`config.mk`:
```
export PLATFORM = sky130hd
export DESIGN_NAME = playback_sequencer
export DESIGN_NICKNAME = d
export VERILOG_FILES = /design/src/rtl/playback_pkg.sv /design/src/rtl/playback_sequencer_tick.sv /design/src/rtl/playback_sequencer.sv
export SDC_FILE = /design/constraint.sdc
export NUM_CORES = 1
export LEC_CHECK = 0
export CAP_MARGIN = 20
export CELL_PAD_IN_SITES_DETAIL_PLACEMENT = 1
export CELL_PAD_IN_SITES_GLOBAL_PLACEMENT = 1
export CORE_ASPECT_RATIO = 1.5
export CORE_UTILIZATION = 30
export DETAILED_ROUTE_END_ITERATION = 8
export DONT_BUFFER_PORTS = 1
export GPL_ROUTABILITY_DRIVEN = 0
export PLACE_DENSITY = 0.54
export SYNTH_ARGS = -nofsm -noshare
export SYNTH_HDL_FRONTEND = slang
export SYNTH_SLANG_ARGS = --single-unit
export TNS_END_PERCENT = 5
```
`constraint.sdc`:
```
create_clock -name clk -period 4.2 [get_ports clk]
set_input_delay 1.05 -clock clk [delete_from_list [all_inputs] [get_ports clk]]
set_output_delay 1.05 -clock clk [all_outputs]
set_load 0.02 [all_outputs]
```
`src/rtl/playback_pkg.sv`:
```
// Shared encodings and default sizes for the audio playback sequencer.
package playback_pkg;

    typedef enum logic [2:0] {
        S_IDLE  = 3'd0,
        S_PLAY  = 3'd1,
        S_PAUSE = 3'd2,
        S_GAP   = 3'd3,
        S_DONE  = 3'd4
    } state_t;

    localparam int DEF_TICK_DIV = 4194304;
    localparam int DEF_LEN0     = 512;
    localparam int DEF_LEN1     = 576;
    // Divider the note path loads to force an inaudible output.
    localparam int SILENCE_DIV  = 50000000;

endpackage

```
`src/rtl/playback_sequencer_tick.sv`:
```
// Beat divider: tick is high in the cycle the counter wraps from TICK_DIV-1.
// The counter only advances while run is high; clear zeroes it and has priority over run.
module beat_tick_gen #(
    parameter int TICK_DIV = 4
) (
    input  logic clk,
    input  logic rst,
    input  logic run,
    input  logic clear,
    output logic tick
);
    localparam int CW = $clog2(TICK_DIV);
    localparam logic [CW-1:0] LAST = CW'(TICK_DIV - 1);

    logic [CW-1:0] tick_cnt;

    assign tick = run && (tick_cnt == LAST);

    always_ff @(posedge clk or posedge rst) begin
        if (rst) begin
            tick_cnt <= '0;
        end else if (clear) begin
            tick_cnt <= '0;
        end else if (run) begin
            tick_cnt <= tick ? '0 : tick_cnt + CW'(1);
        end
    end
endmodule

```
`src/rtl/playback_sequencer.sv`:
```
// Single-clock beat scheduler: play/pause, repeat with silent gap, end-of-track and track skip.
// Beat index, track select and silence feed the music ROM and the note-generation path.
module playback_sequencer
    import playback_pkg::*;
#(
    parameter int TICK_DIV  = DEF_TICK_DIV,
    parameter int LEN0      = DEF_LEN0,
    parameter int LEN1      = DEF_LEN1,
    parameter int GAP_BEATS = 4,
    parameter int BW        = 12
) (
    input  logic          clk,
    input  logic          rst,
    input  logic          play_en,
    input  logic          repeat_en,
    input  logic          track_sel,
    input  logic          next_pulse,
    output logic [BW-1:0] ibeat,
    output logic          track,
    output logic          silence,
    output logic          beat_tick,
    output logic          done
);
    localparam int GW = (GAP_BEATS > 1) ? $clog2(GAP_BEATS) : 1;
    localparam logic [BW-1:0] LAST0 = BW'(LEN0 - 1);
    localparam logic [BW-1:0] LAST1 = BW'(LEN1 - 1);
    localparam logic [GW-1:0] GAP_LOAD = GW'((GAP_BEATS > 0) ? GAP_BEATS - 1 : 0);

    state_t        state;
    logic [GW-1:0] gap_cnt;
    logic          track_sel_q;
    logic          chg, nxt, active, run, clear, tick;
    logic [BW-1:0] last;

    assign chg    = (track_sel != track_sel_q);
    assign nxt    = next_pulse && (state == S_PLAY || state == S_PAUSE || state == S_GAP);
    assign active = (state == S_PLAY || state == S_GAP);
    // Higher-priority events in the same cycle swallow the tick.
    assign run    = active && play_en && !chg && !nxt;
    assign clear  = chg || nxt || state == S_IDLE || state == S_DONE;
    assign last   = track ? LAST1 : LAST0;

    beat_tick_gen #(.TICK_DIV(TICK_DIV)) u_tick (
        .clk   (clk),
        .rst   (rst),
        .run   (run),
        .clear (clear),
        .tick  (tick)
    );

    always_ff @(posedge clk or posedge rst) begin
        if (rst) begin
            state       <= S_IDLE;
            ibeat       <= '0;
            track       <= 1'b0;
            gap_cnt     <= '0;
            track_sel_q <= 1'b0;
            silence     <= 1'b1;
            beat_tick   <= 1'b0;
            done        <= 1'b0;
        end else begin
            track_sel_q <= track_sel;
            beat_tick   <= 1'b0;
            done        <= 1'b0;
            if (chg || nxt) begin
                track <= chg ? track_sel : ~track;
                ibeat <= '0;
                if (state == S_GAP) begin
                    state   <= S_PLAY;
                    silence <= 1'b0;
                end else if (state == S_DONE) begin
                    state   <= S_IDLE;
                    silence <= 1'b1;
                end
            end else begin
                case (state)
                    S_IDLE: if (play_en) begin
                        state   <= S_PLAY;
                        ibeat   <= '0;
                        silence <= 1'b0;
                    end
                    S_PLAY: if (!play_en) begin
                        state   <= S_PAUSE;
                        silence <= 1'b1;
                    end else if (tick) begin
                        beat_tick <= 1'b1;
                        if (ibeat != last) begin
                            ibeat <= ibeat + BW'(1);
                        end else begin
                            ibeat <= '0;
                            if (!repeat_en) begin
                                state   <= S_DONE;
                                silence <= 1'b1;
                                done    <= 1'b1;
                            end else if (GAP_BEATS > 0) begin
                                state   <= S_GAP;
                                silence <= 1'b1;
                                gap_cnt <= GAP_LOAD;
                            end
                        end
                    end
                    S_PAUSE: if (play_en) begin
                        state   <= S_PLAY;
                        silence <= 1'b0;
                    end
                    // ibeat is already 0 here, so a pause during the gap resumes at beat 0.
                    S_GAP: if (!play_en) begin
                        state <= S_PAUSE;
                    end else if (tick) begin
                        if (gap_cnt == '0) begin
                            state   <= S_PLAY;
                            silence <= 1'b0;
                        end else begin
                            gap_cnt <= gap_cnt - GW'(1);
                        end
                    end
                    S_DONE: if (!play_en) begin
                        state <= S_IDLE;
                    end
                    default: begin
                        state   <= S_IDLE;
                        silence <= 1'b1;
                    end
                endcase
            end
        end
    end
endmodule

```
==> results_dict.tcl <==
set metrics [dict create \
    finalSetupViolCount 0 \
    vias_per_cell 5.23 \
    synth_seq_cells 44 \
    start_kind "input port" \
    required_ns 4.40 \
    fin_skew_ns 0.00553 \
    fmax_mhz 375 \
    cp_num_buf_inv 0 \
    crit_family "simple AND/OR/NAND/NOR gates" \
    grt_use_total_pct 16.3 \
    p_leak_nw 1.07 \
    finalCritPeriodShare_pct 63.6 \
    io_pins 22 \
    drive_gt1_share_pct 10.9 \
    post-route-cell-area_mm2 0.00270 \
    power_density_mw_per_mm2 405 \
    path_clk_slew_ns 0.06 \
    max_slew.worst_pin.slew_ns 0.902 \
    period_minus_slack_ns 2.67 \
    drt_iter0_drc 40 \
    synth_area_leaders "dfrtp_1 44%, xor2_1 6.1%, nor2_1 5.1%" \
    start_util_pct 30.8 \
    worstPathArrival_ns 2.87 \
    area_growth_pct 10.5 \
    wirelength_um 5910 \
    portBuffers 0 \
    power.total_mw 1.09 \
    synth_cells 257 \
    synth-seq-area-share_pct 45.0 \
    relSlewSlack_pct 39.2 \
    grt_antenna_before_repair 0 \
    dr.pass1.iters 2 \
    die_w_um 75.7 \
    rows 40 \
    hold_path_class "input port to asynchronous set/reset pin" \
    numCtsBuffers 5 \
    vias 1897 \
    nets 266 \
    synth_edf_count 0 \
    place_area_mm2 0.00253 \
    end_kind "flip-flop" \
    rsz0062_at_grt "false" \
    grt_pass1_wl_um 10500 \
    ir_drop_v 0.000268 \
    synth_top_cell_by_area "dfrtp_1" \
    slew_violations 0 \
    crit_fanout 14 \
    antennaDiodeCount 0 \
    postSynth.asyncResetShare_pct 100 \
    overflow 0 \
    finalSetupTns_ns 0 \
    synth_cell_types 53 \
    cts_setup_buffers 0 \
    synth_top_area_share_pct 44.0 \
    yosys_warnings 0 \
    die_y_um 113 \
    slowest_stage "or4_1" \
    fp.coreArea_mm2 0.00796 \
    drc_errors 0 \
    grt_pass1_vias 2046 \
    path_cells "xor2_2, o21bai_4, nand4b_2, a21o_1, or4_1, o211ai_1" \
    path_class "input port to flip-flop" \
    root_buffer "clkbuf_16" \
    ant_nets 0 \
    clk_path_buf_depth 2 \
    cts_htree_levels 2 \
    maxCapViolCount 0 \
    cts_tree "done" \
    status "finished clean" \
    dp_hpwl_um 4200 \
    clkSinkCount 44 \
    final_hold_viol_count 0 \
    grt_max_degree 45 \
    insertion_delay_ns 0.29 \
    syn_nets 266 \
    hold_buffers 0 \
    syn_area_mm2 0.00245 \
    wl_per_cell_um 16.3 \
    worst_path_largest_cell_delay_ns 0.55 \
    dieArea_mm2 0.00853 \
    cts_resized 0 \
    synth_ff_type "dfrtp_1" \
    fillers 915 \
    syn_avg_cell_area_um2 9.52 \
]
cell usage after synthesis, types with 2 or more instances:
cell type,number
dfrtp_1,43
nor2_1,33
nand2_1,31
xor2_1,17
nand3_1,15
o21ai_0,12
inv_1,8
a21oi_1,6
nand4_1,6
o31ai_1,6
buf_2,5
o22ai_1,5
mux2_2,4
nor4_1,4
nor4_2,4
a31oi_1,3
ha_1,3
nor2b_1,3
a211oi_1,2
a21boi_0,2
a21o_1,2
and3_1,2
and4b_1,2
clkbuf_1,2
nand2b_1,2
nor3_1,2
nor4b_1,2
o211ai_1,2
o41ai_2,2
or3_1,2
or4_1,2
xnor2_1,2
cell type report:
type | instances | area [µm²] | area share (%)
multi-input cells | 197 | 1270 | 47.0
inverters | 8 | 30.0 | 1.11
well taps | 105 | 131 | 4.86
clock buffers | 6 | 139 | 5.14
flip-flops and latches | 44 | 1100 | 40.8
clock inverters | 2 | 10.0 | 0.370
repair buffers | 1 | 20.0 | 0.740
worst paths after layout:
path | startpoint | end | slack [ns] | cells past startpoint
worst max-delay path | track_sel | ibeat[3] | 1.53 | 6
max in group asynchronous | rst | silence | 3.20 | 2
min in group clk | gap_cnt[1] | gap_cnt[1] | 0.51 | 1
worst max register to register | ibeat[9] | gap_cnt[1] | 1.60 | 6
worst min register to register | gap_cnt[1] | gap_cnt[1] | 0.51 | 1
worst min-delay path | rst | u_tick.tick_cnt[4] | 0.51 | 1
cell usage in the layout (no fill, tap or decap), types with 2 or more instances in the layout:
master / synthesis / routed
dfrtp_1: 43 / 43
nor2_1: 33 / 33
nand2_1: 31 / 31
xor2_1: 17 / 17
nand3_1: 15 / 15
o21ai_0: 12 / 12
inv_1: 8 / 7
nand4_1: 6 / 6
o31ai_1: 6 / 6
a21oi_1: 6 / 6
o22ai_1: 5 / 5
clkbuf_16: 0 / 5
nor4_2: 4 / 4
nor4_1: 4 / 4
mux2_2: 4 / 4
a31oi_1: 3 / 3
nor2b_1: 3 / 3
ha_1: 3 / 3
nand2b_1: 2 / 2
and3_1: 2 / 2
a21o_1: 2 / 2
and4b_1: 2 / 2
nor4b_1: 2 / 2
o41ai_2: 2 / 2
or4_1: 2 / 2
o211ai_1: 2 / 2
or3_1: 2 / 2
nor3_1: 2 / 2
a21boi_0: 2 / 2
xnor2_1: 2 / 2
a211oi_1: 2 / 2
clkinv_2: 0 / 2
power breakdown:
| group | leakage [nW] | internal [mW] | total (mW) | switching (mW) |
|---|---|---|---|---|
| combinational | 0.392 | 0.0709 | 0.199 | 0.128 |
| clock | 0.0766 | 0.235 | 0.398 | 0.164 |
| sequential | 0.604 | 0.447 | 0.497 | 0.0498 |
through the flow:
step                cells  worst slack, ns  hold slack (ns)  utilization [%]
floorplan             257             1.49            0.481                -
global placement      354             1.28            0.496             31.9
detailed placement    354             1.24            0.496             31.9
CTS                   362             1.54            0.510             33.7
global route          363             1.35            0.503             34.0
finish                363             1.53            0.505             34.0
registers in the layout, summed over array words and instances (netlist names):
name	flops
beat_tick	1
done	1
gap_cnt	2
ibeat	12
silence	1
state	3
track	1
track_sel_q	1
u_tick.tick_cnt	22
logic make-up after synthesis:
| family | after synthesis | share of synthesized area, % |
|---|---|---|
| compound gates | 51 | 14.9 |
| xor+xnor | 20 | 7.46 |
| fa+ha+maj | 3 | 1.53 |
| buf+inv | 16 | 3.02 |
| flops | 44 | 45.0 |
| mux | 5 | 2.25 |
| simple gates | 118 | 25.8 |
metal layers:
metal	global-route usage [%]	up-vias	routed length (µm)
met2	27.7	19	3140
met5	0	-	0
met4	7.16	0	166
met1	18.4	943	2390
li1	-	923	-
met3	4.40	12	207
No activity file was read; power rests on OpenSTA's default activity.
